==> src/rtl/inst_queue.sv <==
// Fetch-to-decode instruction queue: a small FIFO of fetch packets that absorbs
// decode stalls and is emptied by a pipeline flush.
module inst_queue #(
  parameter int DATA_W = 69,
  parameter int DEPTH  = 4,
  parameter int PTR_W  = 2
) (
  input  logic              clk,
  input  logic              reset,
  input  logic              flush,
  input  logic              in_valid,
  input  logic [DATA_W-1:0] in_bus,
  output logic              in_allowin,
  output logic              out_valid,
  output logic [DATA_W-1:0] out_bus,
  input  logic              out_allowin,
  output logic [PTR_W:0]    count,
  output logic              full,
  output logic              empty
);

  localparam logic [PTR_W:0]   CNT_FULL = (PTR_W+1)'(DEPTH);
  localparam logic [PTR_W:0]   CNT_ONE  = {{PTR_W{1'b0}}, 1'b1};
  localparam logic [PTR_W:0]   CNT_ZERO = {(PTR_W+1){1'b0}};
  localparam logic [PTR_W-1:0] PTR_ONE  = {{(PTR_W-1){1'b0}}, 1'b1};
  localparam logic [PTR_W-1:0] PTR_ZERO = {PTR_W{1'b0}};

  logic [DATA_W-1:0] mem_q [DEPTH];
  logic [PTR_W-1:0]  wr_ptr_q, wr_ptr_d;
  logic [PTR_W-1:0]  rd_ptr_q, rd_ptr_d;
  logic [PTR_W:0]    count_q, count_d;
  logic              push_s, pop_s;

  // Allowin depends only on registered occupancy, keeping decode stalls off the fetch path.
  assign full       = (count_q == CNT_FULL);
  assign empty      = (count_q == CNT_ZERO);
  assign in_allowin = ~full;
  assign out_valid  = ~empty & ~flush;
  assign out_bus    = mem_q[rd_ptr_q];
  assign count      = count_q;

  assign push_s = in_valid & in_allowin & ~flush;
  assign pop_s  = out_valid & out_allowin;

  // Next-state for pointers and occupancy; flush overrides any push or pop.
  always_comb begin
    wr_ptr_d = wr_ptr_q;
    rd_ptr_d = rd_ptr_q;
    count_d  = count_q;
    if (flush) begin
      wr_ptr_d = PTR_ZERO;
      rd_ptr_d = PTR_ZERO;
      count_d  = CNT_ZERO;
    end else begin
      if (push_s) begin
        wr_ptr_d = wr_ptr_q + PTR_ONE;
      end else begin
        wr_ptr_d = wr_ptr_q;
      end
      if (pop_s) begin
        rd_ptr_d = rd_ptr_q + PTR_ONE;
      end else begin
        rd_ptr_d = rd_ptr_q;
      end
      case ({push_s, pop_s})
        2'b10:   count_d = count_q + CNT_ONE;
        2'b01:   count_d = count_q - CNT_ONE;
        default: count_d = count_q;
      endcase
    end
  end

  // State registers and packet storage; the array is cleared on reset so out_bus is never X.
  always_ff @(posedge clk) begin
    if (reset) begin
      wr_ptr_q <= PTR_ZERO;
      rd_ptr_q <= PTR_ZERO;
      count_q  <= CNT_ZERO;
      for (int i = 0; i < DEPTH; i++) begin
        mem_q[i] <= {DATA_W{1'b0}};
      end
    end else begin
      wr_ptr_q <= wr_ptr_d;
      rd_ptr_q <= rd_ptr_d;
      count_q  <= count_d;
      if (push_s) begin
        mem_q[wr_ptr_q] <= in_bus;
      end
    end
  end

endmodule

==> config.mk <==
export PLATFORM = sky130hd
export DESIGN_NAME = inst_queue
export DESIGN_NICKNAME = d
export VERILOG_FILES = /design/src/rtl/inst_queue.sv
export SDC_FILE = /design/constraint.sdc
export NUM_CORES = 1
export LEC_CHECK = 0
export CORE_ASPECT_RATIO = 0.7
export CORE_UTILIZATION = 35
export CTS_BUF_LIST = sky130_fd_sc_hd__clkbuf_4
export DETAILED_ROUTE_END_ITERATION = 8
export DONT_BUFFER_PORTS = 1
export PLACE_DENSITY_LB_ADDON = 0.08
export REMOVE_ABC_BUFFERS = 1
export SLEW_MARGIN = 20
export SYNTH_ARGS = -nofsm -noshare
export SYNTH_HDL_FRONTEND = slang
export SYNTH_SLANG_ARGS = --single-unit
export TNS_END_PERCENT = 20
==> constraint.sdc <==
create_clock -name clk -period 7.3 [get_ports clk]
set_clock_uncertainty 0.1 [all_clocks]
set_input_delay 2.19 -clock clk [delete_from_list [all_inputs] [get_ports clk]]
set_output_delay 2.19 -clock clk [all_outputs]
set_load 0.05 [all_outputs]
==> reports/metrics.sh <==
ANTENNA_FOUND_INITIAL=1
FLOORPLAN.INITIALDENSITY=0.356
CRITICAL_PATH.ENDPOINT_TYPE='output pin'
MIN_PATH_CELLS=2
CRITICAL_PATH.TOP_DELAY_FAMILY='simple AND/OR/NAND/NOR gates'
SYNTH_CELL_TYPES=31
WORSTPATHCELLLIST='nor2_1'
WORSTREG2REGEND='mem_q[3][64]'
HTREE_NUM_LEVELS=3
YOSYS.AREA_SHARE.SIMPLE=0.150
NETLIST_TOP_CELLS_AREA='edfxtp_1 67%, mux4_2 13%, and3_1 10%'
CTS.REPAIR.RESIZED=0
R2R_CELLS=5
FIRST_GLOBAL_VIAS=7187
SYNTH.MUX.AREA_FRACTION=0.126
GRT_USAGE=0.166
DETAILEDROUTE.FIRSTITERATIONVIOLATIONS=296
CRIT_REQUIRED_NS=5.01
YOSYSTOPAREACELLSHARE=0.671
NUMPLACEDINSTANCES=1160
FLOORPLAN.DIE.WIDTH_UM=227
P_SW_FRAC=0.245
REMAINING_ROUTING_DRC_VIOLATIONS=0
WORST_SKEW_PAIR.LATE_LATENCY_NS=0.68
GLOBAL_ROUTE.OVERFLOW_TOTAL=0
CLOCK_INPUT_TRANSITION_AT_THE_SEQUENTIAL_CELLS_OF_THE_WORST_SETUP_AND_HOLD_PATHS_NS=0.06
SYNTH_COMMONEST_CELLS='276 x edfxtp_1, 207 x and3_1, 69 x and2_1, 69 x mux4_2, 32 x clkbuf_1'
CTS-ROOT-BUF='clkbuf_4'
SYNTHFLOPTYPE='edfxtp_1'
AVGSYNTHCELLAREA_SQ_UM=16.6
SYNTHMOSTINSTANTIATEDCELL='edfxtp_1'
PIN_COUNT=150
YOSYS_WARNINGS=0
GRT_SETUP_UNREPAIRED='false'
STATUS='completed'
NETSWITCHINGPOWER_uW=859
TIMING.CRITICAL_PATH.FROM_TYPE='input pin'
GRT_PASS1_WL_UM=43600
WORST_PATH_MAX_DELAY_CELL='nor2_1'
DRT-WIRELENGTH-PER-CELL_UM=22.6
WORST_HOLD_PATH_TYPE='flop to flop'
TIMING.SLEW.HEADROOM=0.378
CORE_AREA_SQ_UM=34700
DR.PASS1.ITERS=4
FF2FF_SETUP_SLACK_NS=3.81
ROUTED_VIA_DENSITY=5.15
SYNTH_COMPOUND_AREA_FRAC=0.00628
CTS_SETUP_BUFFERS=0
SEQ_AREA_FRAC_SYNTH=0.685
FINAL_PERIOD_MINUS_WORST_SETUP_SLACK_NS=5.14
TIMING.FINAL.HOLD_VIOLATIONS=0
SYNTH-EDFF-COUNT=276
CTS_BUFFERS=74
GRT_START_MAX_NET_PINS=161
SYNTH_TOP_CELL_BY_AREA='edfxtp_1'
TNS_NS=0
STDCELL_AREA_SQ_UM=13700
FLOORPLAN_DIE_AREA_SQ_UM=36100
VDD.IR_DROP.WORST_V=0.000100
WORSTPATHARRIVAL_NS=2.85
SHARE_OF_THE_CLOCK_PERIOD_USED_BY_THE_WORST_PATH_AFTER_LAYOUT=0.705
MAXCAPVIOLATIONS=0
INTERNAL-POWER_uW=2650
HOLD_BUFFERS=0
HOLDWS_NS=0.426
UTILIZATION=0.394
MIN-DELAY-START='rd_ptr_q[0]'
CELLPOWERDENSITY_nW_PER_UM2=256
SETUP-VIOLATIONS-FINAL=0
PLACEMENT_ROWS=57
AREA_DELTA_SYNTH_FINAL_PCT=10.7
DRIVE_GT1_FRAC=0.248
SYNTH-ADDER-AREA-SHARE=0.00263
SEQPWRFRAC=0.539
CRITICAL-PATH-MAX-STAGE-DELAY_NS=0.66
DETAILED_PLACE_HPWL_UM=14600
POWER_FRAC_COMB=0.073
CTS.SINKS=285
SYNTH_CELLS=744
FINAL_NET_COUNT=840
STATIC-LEAKAGE-POWER_uW=0.00545
ANT_NETS=0
SYNTH_AREA_SQ_UM=12400
TIMING_MAX_TRANSITION_VIOLATIONS_FINAL=0
VIAS=6589
WORST_R2R_STARTPOINT='count[0]'
SETUP.WORST_PATH.CLASS='input pin to output pin'
POST_SYNTH_XOR_AREA_FRACTION=0.00283
CTS_TREE='done'
SYNTH_TOP_FAMILY_BY_AREA='simple AND/OR/NAND/NOR gates'
DIE-HEIGHT_UM=159
WORST-SLEW-PIN-TRANSITION_NS=0.933
FILLERS=3230
SYNTH_ASYNC_SR_FLOP_SHARE=0
DETAILED_PLACE.AREA_SQ_UM=12800
MAX_CLOCK_FREQ_GHz=0.194
PORT_BUFFERS=0
SYNTH.FF_LATCH_COUNT=285
CRITPATHMAXFANOUT=5
CTSLONGESTPATHBUFFERS=3
CRITICAL_PATH_BUF_INV_COUNT=0
CLOCK_POWER_SHARE=0.388
WIRELENGTH_UM=28900
GP_ROUTABILITY_CONGESTION=0.725
POST_LAYOUT_NONFILLER_INSTANCES=1279
==> how the worst max path moves through the flow <==
stage               startpoint          end  slack, ns  depth (start not counted)
floorplan                 flop   out_bus[0]       1.27                          1
global placement         flush    out_valid       2.14                          1
detailed placement       flush    out_valid       2.15                          1
CTS                       flop  out_bus[36]       1.94                          2
global route              flop  out_bus[36]       1.83                          2
finish                   flush    out_valid       2.16                          1
==> per-stage QoR <==
step,power [uW],setup slack (ns)
after floorplan,2130,1.27
after global placement,2180,2.14
after detailed placement,2190,2.15
after CTS,3560,1.94
after global routing,3650,1.83
final,3500,2.16
==> cell usage in the layout (no fill, tap or decap), types with 2 or more instances in the layout <==
cell type	Yosys	layout
nor2_1	10	9
and3_1	207	207
diode_2	0	4
nor2b_4	0	2
a21oi_1	4	4
dfxtp_4	0	2
dfxtp_1	9	7
clkinv_1	0	11
edfxtp_1	276	276
clkbuf_4	0	98
o21ai_0	2	2
inv_2	0	2
and2_1	69	69
mux4_2	69	69
a21o_4	0	2
nand3_1	2	2
bufinv_16	0	3
buf_4	2	11
xor2_1	4	4
inv_1	5	5
o31ai_1	2	2
==> worst register-to-register path, stage by stage (launching register included) <==
cell	delay (ns)
dfxtp_1	0.81
or3b_4	0.41
inv_4	0.15
nor2_1	0.34
a31o_4	0.73
buf_4	0.58
==> metal layers <==
metal	global-route usage	vias up	part of all wire
met2	0.285	161	0.51
li1	-	2990	-
met4	0.0565	0	0.018
met5	0	-	0
met3	0.0646	53	0.074
met1	0.189	3385	0.40
==> sequential cells by signal, summed over array words and instances (netlist names), named ones only <==
name      cells
count         3
wr_ptr_q      2
rd_ptr_q      2
mem_q       276
==> cells by family (layout without fill, tap and decap cells) <==
family / Yosys count / count (layout)
flops: 285 / 285
simple gates: 298 / 298
compound gates: 12 / 12
buf+inv: 74 / 133
xor+xnor: 4 / 4
fa+ha+maj: 2 / 2
mux: 69 / 69
other cells: 0 / 4
==> layout make-up <==
type	instances	area, sq um	share of cell area
tap	472	591	0.0432
inverter	6	25.0	0.00183
timing repair buffer	12	93.8	0.00686
antenna	4	10.0	0.000732
sequential	285	8480	0.619
clock inverter	17	144	0.0105
clock buffer	98	736	0.0538
multi-input combinational	385	3610	0.264
==> power by group through the flow <==
stage	Sequential [uW]	Clock, uW	Combinational, uW
floorplan	1920	0	205
global placement	1920	0	261
global route	1900	1480	272
CTS	1890	1400	264
detailed placement	1930	0	264
finish	1890	1360	257
Power figures use the tool's default switching activity.
